<file path="config.mk">
export PLATFORM = sky130hd
export DESIGN_NAME = servo_slew_scheduler
export DESIGN_NICKNAME = d
export VERILOG_FILES = /design/src/rtl/servo_slew_scheduler.sv
export SDC_FILE = /design/constraint.sdc
export NUM_CORES = 1
export LEC_CHECK = 0
export CAP_MARGIN = 20
export CORE_ASPECT_RATIO = 2
export CORE_MARGIN = 1.5
export CORE_UTILIZATION = 35
export DETAILED_ROUTE_END_ITERATION = 8
export SLEW_MARGIN = 20
export SYNTH_ARGS = -nofsm -noshare
export SYNTH_HDL_FRONTEND = slang
export SYNTH_SLANG_ARGS = --single-unit
</file>
<file path="constraint.sdc">
create_clock -name clock_i -period 5 [get_ports clock_i]
set_input_delay 0.75 -clock clock_i [delete_from_list [all_inputs] [get_ports clock_i]]
set_output_delay 0.75 -clock clock_i [all_outputs]
set_load 0.01 [all_outputs]
</file>
<file path="src/rtl/servo_slew_scheduler.sv">
`default_nettype none
// ============================================================================
// Module      : servo_slew_scheduler
// Description : Per-channel target/current position store that slews each
//               channel toward its target by at most STEP counts per frame.
// Revision    : 1.0 - initial release
// ============================================================================
module servo_slew_scheduler #(
    parameter int CHANNELS  = 4,
    parameter int FRAME_LEN = 900_001,
    parameter int STEP      = 4,
    parameter int INIT_POS  = 128,
    localparam int CW       = (CHANNELS > 2) ? $clog2(CHANNELS) : 1
) (
    input  logic                  clock_i,
    input  logic                  rst_n_i,
    input  logic                  cmd_valid_i,
    output logic                  cmd_ready_o,
    input  logic [CW-1:0]         cmd_chan_i,
    input  logic [7:0]            cmd_pos_i,
    input  logic                  cmd_imm_i,
    output logic [CHANNELS*8-1:0] pos_o,
    output logic                  frame_o,
    output logic                  busy_o,
    output logic [CHANNELS-1:0]   settled_o,
    output logic                  err_o
);

    localparam int              CNTW     = $clog2(FRAME_LEN);
    localparam logic [CNTW-1:0] LAST_CNT = CNTW'(FRAME_LEN - 1);
    localparam logic [CW-1:0]   LAST_IDX = CW'(CHANNELS - 1);
    localparam logic [CW:0]     CH_LIM   = (CW + 1)'(CHANNELS);
    localparam logic [8:0]      STEP9    = 9'(STEP);
    localparam logic [7:0]      STEP8    = 8'(STEP);
    localparam logic [7:0]      INIT8    = 8'(INIT_POS);

    typedef enum logic [0:0] {
        ST_IDLE   = 1'b0,
        ST_UPDATE = 1'b1
    } state_t;

    state_t                state_q, state_d;
    logic [CNTW-1:0]       count_q, count_d;
    logic [CW-1:0]         index_q, index_d;
    logic [7:0]            cur_q [CHANNELS];
    logic [7:0]            cur_d [CHANNELS];
    logic [7:0]            tgt_q [CHANNELS];
    logic [7:0]            tgt_d [CHANNELS];
    logic [CHANNELS-1:0]   imm_q, imm_d;
    logic                  frame_q, frame_d;
    logic                  err_q, err_d;

    logic                  tick;
    logic                  accept;
    logic                  chan_ok;
    logic [7:0]            sel_cur;
    logic [7:0]            sel_tgt;
    logic                  sel_imm;
    logic signed [8:0]     diff;
    logic [8:0]            mag;
    logic                  snap;
    logic [7:0]            nxt_pos;

    always_comb begin
        tick    = (count_q == LAST_CNT);
        count_d = tick ? '0 : count_q + 1'b1;
        accept  = cmd_valid_i && (state_q == ST_IDLE);
        chan_ok = ({1'b0, cmd_chan_i} < CH_LIM);

        sel_cur = '0;
        sel_tgt = '0;
        sel_imm = 1'b0;
        for (int i = 0; i < CHANNELS; i++) begin
            if (index_q == CW'(i)) begin
                sel_cur = cur_q[i];
                sel_tgt = tgt_q[i];
                sel_imm = imm_q[i];
            end
        end

        // Both operands fit in 8 bits, so the 9-bit signed difference and its
        // magnitude cannot overflow; stepping toward the target never wraps.
        diff = $signed({1'b0, sel_tgt}) - $signed({1'b0, sel_cur});
        mag  = diff[8] ? 9'(-diff) : 9'(diff);
        snap = sel_imm || (mag <= STEP9);
        if (snap) begin
            nxt_pos = sel_tgt;
        end else if (!diff[8]) begin
            nxt_pos = sel_cur + STEP8;
        end else begin
            nxt_pos = sel_cur - STEP8;
        end

        state_d = state_q;
        index_d = index_q;
        frame_d = 1'b0;
        err_d   = err_q;
        cur_d   = cur_q;
        tgt_d   = tgt_q;
        imm_d   = imm_q;

        if (accept && !chan_ok) begin
            err_d = 1'b1;
        end

        for (int i = 0; i < CHANNELS; i++) begin
            if (accept && chan_ok && (cmd_chan_i == CW'(i))) begin
                tgt_d[i] = cmd_pos_i;
                imm_d[i] = cmd_imm_i;
            end
            if ((state_q == ST_UPDATE) && (index_q == CW'(i))) begin
                cur_d[i] = nxt_pos;
                if (snap) begin
                    imm_d[i] = 1'b0;
                end
            end
        end

        case (state_q)
            ST_IDLE: begin
                if (tick) begin
                    state_d = ST_UPDATE;
                    index_d = '0;
                    frame_d = 1'b1;
                end
            end
            ST_UPDATE: begin
                if (index_q == LAST_IDX) begin
                    state_d = ST_IDLE;
                    index_d = '0;
                end else begin
                    index_d = index_q + 1'b1;
                end
            end
            default: begin
                state_d = ST_IDLE;
                index_d = '0;
            end
        endcase
    end

    always_ff @(posedge clock_i or negedge rst_n_i) begin
        if (!rst_n_i) begin
            state_q <= ST_IDLE;
            count_q <= '0;
            index_q <= '0;
            imm_q   <= '0;
            frame_q <= 1'b0;
            err_q   <= 1'b0;
            for (int i = 0; i < CHANNELS; i++) begin
                cur_q[i] <= INIT8;
                tgt_q[i] <= INIT8;
            end
        end else begin
            state_q <= state_d;
            count_q <= count_d;
            index_q <= index_d;
            imm_q   <= imm_d;
            frame_q <= frame_d;
            err_q   <= err_d;
            for (int i = 0; i < CHANNELS; i++) begin
                cur_q[i] <= cur_d[i];
                tgt_q[i] <= tgt_d[i];
            end
        end
    end

    generate
        for (genvar g = 0; g < CHANNELS; g++) begin : g_chan
            assign pos_o[8*g +: 8] = cur_q[g];
            assign settled_o[g]    = (cur_q[g] == tgt_q[g]);
        end
    endgenerate

    assign cmd_ready_o = (state_q == ST_IDLE);
    assign busy_o      = (state_q == ST_UPDATE);
    assign frame_o     = frame_q;
    assign err_o       = err_q;

endmodule
`default_nettype wire

</file>
# --- After elaboration in Yosys (flattened, before gate mapping) ---
# Cells that the tools add are included.
op_classes:
  add_sub_neg: 6
  n_lt_le_gt_ge: 1
  eq_ne: 12
  muxes: 35
  bitwise: 1
  reduce_logical: 12
ops:
  columns: ["cell", "count"]
  rows:
  - ["8-bit two-way mux", 10]
  - ["8-bit == test", 4]
  - ["20-bit by 1-bit adder with 20-bit output, second input constant", 1]
  - ["20-bit == test, second input constant", 1]
  - ["20-bit two-way mux", 1]
  - ["1-bit two-way mux", 19]
  - ["9-bit by 3-bit <= comparator with 1-bit output, second input constant", 1]
  - ["1-bit logical AND", 9]
  - ["9-bit two-way mux", 1]
  - ["9-bit negator", 1]
  - ["8-bit by 8-bit subtractor with 9-bit output", 1]
  - ["8-bit by 3-bit adder with 8-bit output, second input constant", 1]
  - ["2-bit == test, second input constant", 4]
  - ["8-bit by 3-bit subtractor with 8-bit output, second input constant", 1]
  - ["2-bit by 1-bit == test with 1-bit output, second input constant", 2]
  - ["2-bit zero test", 2]
  - ["2-bit two-way mux", 2]
  - ["2-bit case mux with 2 select lines", 1]
  - ["2-bit by 1-bit adder with 2-bit output, second input constant", 1]
  - ["2-bit by 1-bit inequality test with 1-bit output, second input constant", 1]
  - ["1-bit case mux with 2 select lines", 1]
  - ["1-bit logical OR", 1]
  - ["1-bit NOT", 1]
totals:
  regBits: 92
  in_bits: 14
  word_cells: 80

# --- Depth between registers and ports, before layout ---
logic_depth:
  word_depth: 12
  depth_mapped: 28
  depth_no_buf: 25

# --- Worst setup path before layout ---
# No wires, ideal clock.
synth_path:
  path_type: "reg2reg"
  start: "register index_q[1]"
  end: "register cur_q (netlist bit pos_o[15])"
  setup_ns: 0.077
  arrival_time_ns: 4.721
  path_slack_ns: 0.202
  path_stages_with_launch: 29
  path_buffers: 4
  cell_sequence: "dfrtp_1 inv_1 ha_1 buf_6 clkbuf_1 clkbuf_1 clkbuf_1 nor2_1 a21oi_1 nor2_1 a21oi_1 nor2_1 a21o_1 inv_1 ha_1 inv_1 o21bai_1 o41a_1 o21ai_1 o21a_2 ha_1 a21o_1 a21oi_1 nor2b_1 nor2_1 o21ba_2 xnor2_1 nand3_1 a31oi_1"
synth_via:
  elab_chain_len: 11
  word_cells_on_any_way: 26
synth_rtl:
  columns: ["element", "line_no", "text"]
  rows:
  - ["start: declaration", "44", "logic [CW-1:0] index_q, index_d;"]
  - ["start signal: assignment", "157", "index_q <= index_d;"]
  - ["2-bit zero test", "74", "if (index_q == CW'(i)) begin"]
  - ["8-bit two-way mux (4 in a row)", "74", null]
  - ["8-bit by 8-bit subtractor with 9-bit output", "83", "diff = $signed({1'b0, sel_tgt}) - $signed({1'b0, sel_cur});"]
  - ["9-bit negator", "84", "mag = diff[8] ? 9'(-diff) : 9'(diff);"]
  - ["9-bit two-way mux", "84", null]
  - ["9-bit by 3-bit <= comparator with 1-bit output", "85", "snap = sel_imm || (mag <= STEP9);"]
  - ["1-bit logical OR", "85", null]
  - ["8-bit two-way mux", "86", "if (snap) begin"]
  - ["end signal: indexed assignment", "162", "cur_q[i] <= cur_d[i];"]
  - ["end: declaration", "45", "logic [7:0] cur_q [CHANNELS];"]
# Parallel ways exist; a longest one is shown, timed or not.
# A chain may end at the register's enable or synchronous reset.

# --- Worst setup path after layout ---
layout_path:
  start: "register index_q[0]"
  end: "register cur_q (netlist bit pos_o[23])"
# The elaborated chain is that of the path after synthesis.

==> results.toml <==
[status]
outcome = "completed"

[power]
pwr-share-comb = 0.264
p_leak_nw = 2.79
p_seq_frac = 0.412
total_power_mw = 2.09
swShare = 0.331
p_int_mw = 1.40
vdd_drop_max_v = 0.000256
p_sw_mw = 0.692
power_density_mw_per_mm2 = 309
p_clk_frac = 0.324

[cells_and_area]
final_nets = 684
drive_gt1_frac = 0.143
fillers = 1534
multi_input_area_sq_mm = 0.00324
n_antenna_cell = 0
seq_area_sq_mm = 0.00231
area_growth_pct = 18.8

[sta]
slew_headroom = 0.213
maxSlewViolCount = 0
rsz0062_at_grt = "false"
setup-tns-final_ps = 0
finalWorstSetupSlack_ps = 442
min_period_ps = 4560
tightest_slew_ps = 1180
clock-skew-final_ps = 12.1
hold_ws_ps = 377
fin_crit_sh = 0.912
setup_viol = 0
hold_viol_final = 0
max_clock_freq_mhz = 219

[global_route]
overflow = 0
grt_usage = 0.217
grt_pass1_vias = 4974
grt_max_degree = 55
antenna_found_initial = 0
grt_pass1_wl_mm = 27.6

[synthesis]
synth_seq_cells = 92
synth_top_cell_area_share = 0.370
synth_top_area_cell = "dfrtp_1"
synth_edf_count = 0
synthTopCellsByArea = "dfrtp_1 37%, xnor2_1 8.0%, mux2_2 6.3%, nor2_1 5.4%, a21oi_1 4.0%"
synth_area_sq_mm = 0.00569
synthCells = 603
async_flop_share = 1.00
yosysWarnings = 0
synth.yosys.seq_area_share = 0.407
synth_ff_type = "dfrtp_1"
avgSynthCellArea_sq_um = 9.43
synth.net_count = 636
synth_cell_types = 71

[placement]
io_buffers = 52
place_congestion = 0.910
place_ws_ps = 153
dpl.hpwl_mm = 13.7

[setup_path]
worstPathRequired_ps = 5260
reg2regPathDepth = 17
critical_path_class = "flop to flop"
rr_endpoint = "pos_o[23]"
rr_startpoint = "index_q[0]"
cp-end-kind = "flop"
cp_max_fo = 21
reg2reg_slack_ps = 440
worst_setup_path_start_kind = "flop"
cp_data_arrival_time_ps = 4820
startpoint = "index_q[0]"
cp-endpoint = "pos_o[23]"

[die]
die_w_microns = 93.1
coreArea_sq_mm = 0.0159
rows = 65
ioPinCount = 54
initial_core_util = 0.359
die_h_microns = 183
die_area_sq_mm = 0.0171

[drt]
drc = 0
wl_per_cell_microns = 20.4
via_per_inst = 5.52
drt-total-wl_mm = 17.5
drtIter0Drc = 280
ant_nets = 0
via_count = 4728
first_pass_iters = 6

[cts]
cts.sinks = 92
clk_pin_slew_ps = 70
cts_hold_buf = 0
cts_tree = "yes"
clock-root-buffer = "clkbuf_16"
cts_buffers = 9
cts_buffer_depth = 2
htreeDepth = 3
worstSkewPairLatency_ps = 350

[worst_hold_path]
hp-class = "input pin to async pin"

[run]
cap_violations = 0
[logic make-up (layout without fill, tap and decap cells)]
| logic type | Yosys count | in the layout | share of synthesized area |
|---|---|---|---|
| XOR/XNOR | 63 | 63 | 0.102 |
| AO/OA/AOI/OAI | 130 | 130 | 0.153 |
| flip-flops | 92 | 92 | 0.407 |
| multiplexers | 40 | 40 | 0.0783 |
| buffers and inverters | 42 | 95 | 0.0315 |
| AND/OR/NAND/NOR | 215 | 215 | 0.183 |
| other | 1 | 1 | 0.000659 |
| adder cells (fa/ha/maj) | 20 | 20 | 0.0451 |
[cells in the final DEF, fill, tap and decap left out, types with 3 or more instances in the layout]
| master | netlist | routed |
|---|---|---|
| dfrtp_1 | 84 | 84 |
| nor2_1 | 82 | 81 |
| nand2_1 | 52 | 52 |
| xnor2_1 | 52 | 52 |
| clkdlybuf4s50_1 | 0 | 51 |
| a21oi_1 | 45 | 44 |
| mux2_2 | 32 | 32 |
| a31oi_1 | 20 | 20 |
| inv_1 | 17 | 17 |
| nand3_1 | 15 | 15 |
| ha_1 | 18 | 15 |
| nand4_1 | 12 | 12 |
| o31ai_1 | 11 | 11 |
| buf_4 | 3 | 11 |
| o21ai_0 | 10 | 10 |
| and2_1 | 9 | 9 |
| xor2_1 | 9 | 9 |
| clkbuf_16 | 0 | 9 |
| dfstp_2 | 8 | 8 |
| a21o_1 | 7 | 7 |
| o21ai_1 | 7 | 7 |
| mux2i_1 | 7 | 7 |
| and3_1 | 6 | 6 |
| nor2b_1 | 5 | 5 |
| nand2b_1 | 4 | 4 |
| nor3b_1 | 4 | 4 |
| and4_1 | 4 | 4 |
| nor4_1 | 4 | 4 |
| a21oi_2 | 3 | 4 |
| or3_1 | 3 | 3 |
| a311o_1 | 3 | 3 |
[worst max-delay path: stages, from the launching register on]
cell	delay [ps]
dfrtp_1	460
ha_1	650
o21ai_0	290
ha_1	430
inv_1	140
nor3_1	250
o311a_1	270
o21ai_1	90
o21a_2	300
ha_1	330
a21o_1	210
a21oi_2	180
nor2b_1	70
nor2_1	150
o21ba_2	150
xnor2_1	110
nand3_1	160
a31oi_1	240
[sequential cells by signal, indices dropped and copies added, names as in the netlist]
register,count
frame_o,1
busy_o,1
imm_q,4
tgt_q,32
count_q,20
pos_o,32
index_q,2
[per-stage QoR]
stage	instance area, sq um	instances	util
floorplan	5690	603	-
global placement	6420	841	0.405
detailed placement	6420	841	0.405
CTS	6710	857	0.423
global route	6760	857	0.426
finish	6760	857	0.426
[cell usage after synthesis, drive strengths merged (2+ instances only)]
cell,count
dfrtp,84
nor2,83
nand2,53
xnor2,52
a21oi,48
mux2,33
a31oi,20
clkbuf,18
ha,18
o21ai,18
inv,17
nand3,15
nand4,12
o31ai,11
and2,9
xor2,9
dfstp,8
a21o,7
buf,7
mux2i,7
and3,6
nor2b,5
nor3b,5
and4,4
nand2b,4
nor3,4
nor4,4
a311o,3
nand3b,3
o21a,3
or3,3
a21boi,2
a311oi,2
o21bai,2
o221ai,2
xnor3,2
[power by group through the flow]
stage | Clock, mW | Combinational [mW] | Sequential, mW
2_1_floorplan | 0 | 0.382 | 0.856
3_3_place_gp | 0 | 0.534 | 0.871
3_5_place_dp | 0 | 0.542 | 0.873
4_1_cts | 0.692 | 0.546 | 0.859
5_1_grt | 0.717 | 0.604 | 0.866
6_report | 0.677 | 0.552 | 0.860
[layer usage]
metal	GRT usage	vias to the layer above	wire, microns
met2	0.415	143	10000
met1	0.215	2312	6010
met5	0	-	0
li1	-	2221	-
met3	0.0340	52	602
met4	0.118	0	833
[final cells by class]
type,count,area share
multi-input combinational,469,0.480
sequential,92,0.342
timing repair buffer,62,0.0877
tap,201,0.0372
clock buffer,10,0.0354
inverter,17,0.00944
clock inverter,6,0.00833
[repair_timing]
action / CTS / global route
buffers inserted: 0 / 0
gates resized for setup: 0 / 9
setup endpoints to repair: 0 / 32
[worst min path at each step]
stage | cells after the start | start | end | slack [ps]
after CTS | 1 | rst_n_i | count_q[12] | 380
after global routing | 1 | rst_n_i | pos_o[2] | 410
after floorplan | 0 | rst_n_i | busy_o | 450
after detailed placement | 1 | count_q[3] | count_q[3] | 490
after global placement | 1 | count_q[3] | count_q[3] | 490
final | 1 | rst_n_i | imm_q[0] | 380
Power figures use the tool's default switching activity.
==> RTL edit (same settings) <==
`imm_q` no longer has a reset.
--- a/src/rtl/servo_slew_scheduler.sv
+++ b/src/rtl/servo_slew_scheduler.sv
@@ -145,5 +145,4 @@
             count_q <= '0;
             index_q <= '0;
-            imm_q   <= '0;
             frame_q <= 1'b0;
             err_q   <= 1'b0;
@@ -156,5 +155,4 @@
             count_q <= count_d;
             index_q <= index_d;
-            imm_q   <= imm_d;
             frame_q <= frame_d;
             err_q   <= err_d;
@@ -164,4 +162,8 @@
             end
         end
+    end
+
+    always_ff @(posedge clock_i) begin
+        imm_q <= imm_d;
     end
 
Formal check against the unedited RTL: no difference found for any inputs over 10 cycles, from zero or initial values and one cycle with rst_n_i low; that may be too few to reach the edited logic, so the function may still have changed.
==> RTL edit against the original RTL <==
- combinational power shrank 1%
- worst setup slack worse by 0.081 ns
- area after synthesis shrank 0.35%
- cell area decreased by 0.46%
- critical path depth up 7
- routed wire length is 2.9% lower
- non-clock buffer count down 1
- total power rose by 0.20%
- critical endpoint is now pos_o[7]$_DFFE_PN1P_
- sequential cell count unchanged
- highest routed layer unchanged
==> RTL edit: results (changes against the original RTL) <==
Synthesis
  – Adder-Cell Fraction of Synth Area: 4.53% (was 4.51%)
  – Syn. warnings: 0 (unchanged)
  – Synth Area in XOR/XNOR: 10.2% (about the same)
  – List of most frequent post-synthesis cells: nor2_1, dfrtp_1, nand2_1, xnor2_1, a21oi_1 (was dfrtp_1, nor2_1, nand2_1, xnor2_1, a21oi_1)
  – Distinct cells, synth: 72 (was 71)
  – Synth Instances: 603 (unchanged)
  – Mapped Nets: 636 (unchanged)
  – Post-synthesis mux area share: 7.86% (was 7.83%)
  – Synth area leaders: dfrtp_1, xnor2_1, mux2_2 (unchanged)
  – FFs w/ async S/R, synth: 95.7% (was 100%)
  – Synth Area in Compound Gates: 15.4% (was 15.3%)
  – Register area share after synthesis: 40.4% (was 40.7%)

Power
  – Maximum VDD drop: 0.189 mV (was 0.256 mV)
  – LEAKAGE: 2.77 nW (was 2.79 nW)

Clock network
  – Clock Path Buffers: 2 (unchanged)
  – Resized cells post-CTS: 0 (unchanged)
  – Root Driver: clkbuf_16 (unchanged)
  – Postcts setup bufs: 0 (unchanged)
  – CTS Buf Count: 9 (unchanged)
  – Worst-path clk slew: 0.08 ns
  – CTS H-Tree Depth: 3 (unchanged)
  – Clk_lat worst skew: about 0.36 ns

Finish
  – Layout net count: 683 (was 684)
  – Share of cells above drive strength 1: 14.0% (was 14.3%)
  – Ant diodes: 0 (unchanged)

Worst hold path
  – Worst min path class: primary input to async pin (unchanged)

Placed design
  – Post-DP HPWL: 13300 µm (was 13700 µm)
  – Cells after DPL: 840 (was 841)
  – Placed cell area: 6390 µm² (was 6420 µm²)
  – Number of I/O port buffers: 52 (unchanged)
  – Routability cong.: 0.917 (was 0.910)

Run status
  – Status: finished, final reports clean (unchanged)

Routing
  – Pre-antenna DRT Iters: 5 (was 6)
  – Avg WL per Cell: 19.8 µm (was 20.4 µm)
  – 1st-iter DRT viols: 414 (was 280)
  – Final wirelength: 17000 µm (was 17500 µm)
  – Vias/cell: 5.53 (was 5.52)

Critical path
  – Critical path peak fanout: 10 (was 21)
  – Arrival time worst endpoint: 4.91 ns (was 4.82 ns)
  – R2r startpoint: index_q[0]$_DFFE_PN0P_ (unchanged)
  – FF-to-FF setup slack: 0.36 ns (was 0.44 ns)
  – Worst R2R Path Depth: 24 (was 17)
  – Reg2reg end: pos_o[7]$_DFFE_PN1P_ (was pos_o[23]$_DFFE_PN1P_)

Timing
  – Clock skew: 0.0114 ns (was 0.0121 ns)
  – Hold WS: 0.234 ns (was 0.377 ns)
  – Slew Limit Headroom: 23.9% (was 21.3%)

Global routing
  – Initial antenna violation count: 0 (unchanged)
  – Largest net degree at the start of global routing: 77 (was 55)
  – Met2 Track Usage GR: 38.0% (was 41.5%)
  – Global-route wire length before repair: 26200 µm (was 27600 µm)
  – Vias in the first global route: 4748 (was 4974)
  – Grt met3 use: 3.07% (was 3.40%)
  – GRT Total Usage: 20.6% (was 21.7%)
  – Met1 usage: 20.9% (was 21.5%)
==> RTL edit: power breakdown <==
group / internal (mW) / switching, mW / total [mW]
combinational: 0.231 / 0.313 / 0.544
sequential: 0.804 / 0.0553 / 0.859
clock: 0.356 / 0.335 / 0.691
total: 1.39 / 0.704 / 2.09
==> RTL edit: final cells by class <==
class / instances / area (µm²)
Fill cell: 1605 / 9050
Clock buffer: 9 / 225
Clock inverter: 7 / 73.8
Tap cell: 201 / 251
Multi-Input combinational cell: 469 / 3240
Inverter: 17 / 63.8
Sequential cell: 92 / 2290
Timing Repair Buffer: 61 / 586
==> RTL edit: logic make-up (layout without fill, tap and decap cells) <==
family                     count (synthesis)  count (layout)
and+or+nand+nor                          215             215
AOI/OAI and AO/OA                        130             130
DFF                                       92              92
xor gates and xnor gates                  63              63
buffers and inverters                     42              94
muxes                                     40              40
adders and majority gates                 20              20
other                                      1               1
==> RTL edit: worst max-delay path: stages (launching register included) <==
cell	delay (ns)
dfrtp_1	0.46
inv_1	0.16
ha_4	0.21
nand2_1	0.07
nor2_1	0.08
a21oi_1	0.05
nor2_1	0.10
a21oi_1	0.06
nor2_1	0.15
a21oi_2	0.06
ha_1	0.26
fa_2	0.44
o21bai_1	0.16
o41a_1	0.22
o21ai_1	0.11
o21a_2	0.30
ha_1	0.33
a21o_1	0.19
a21oi_1	0.22
nor2b_1	0.08
nor2_1	0.15
o21ba_2	0.16
xnor2_1	0.12
nand3_1	0.16
a31oi_1	0.24
==> RTL edit: worst max path at each step <==
stage	start	endpoint	cells past startpoint
6_report	index_q[0]$_DFFE_PN0P_	pos_o[7]$_DFFE_PN1P_	24
3_3_place_gp	index_q[1]$_DFFE_PN0P_	pos_o[26]$_DFFE_PN0P_	19
4_1_cts	index_q[1]$_DFFE_PN0P_	pos_o[7]$_DFFE_PN1P_	23
5_1_grt	index_q[0]$_DFFE_PN0P_	pos_o[15]$_DFFE_PN1P_	24
3_5_place_dp	index_q[1]$_DFFE_PN0P_	pos_o[15]$_DFFE_PN1P_	23
2_1_floorplan	index_q[1]$_DFFE_PN0P_	pos_o[15]$_DFFE_PN1P_	28
==> RTL edit: metrics by stage <==
step | TNS [ns] | worst slack, ns
finish | 0 | 0.362
global route | -0.00885 | -0.00885
CTS | 0 | 0.0889
detailed placement | 0 | 0.120
global placement | 0 | 0.294
floorplan | 0 | 0.202
==> RTL edit: routing by layer <==
metal	share of wire (%)	wire [µm]	vias to the layer above
li1	-	-	2223
met1	36	6040	2330
met2	54	9250	129
met3	3.4	569	53
met4	6.6	1110	0
met5	0	0	-
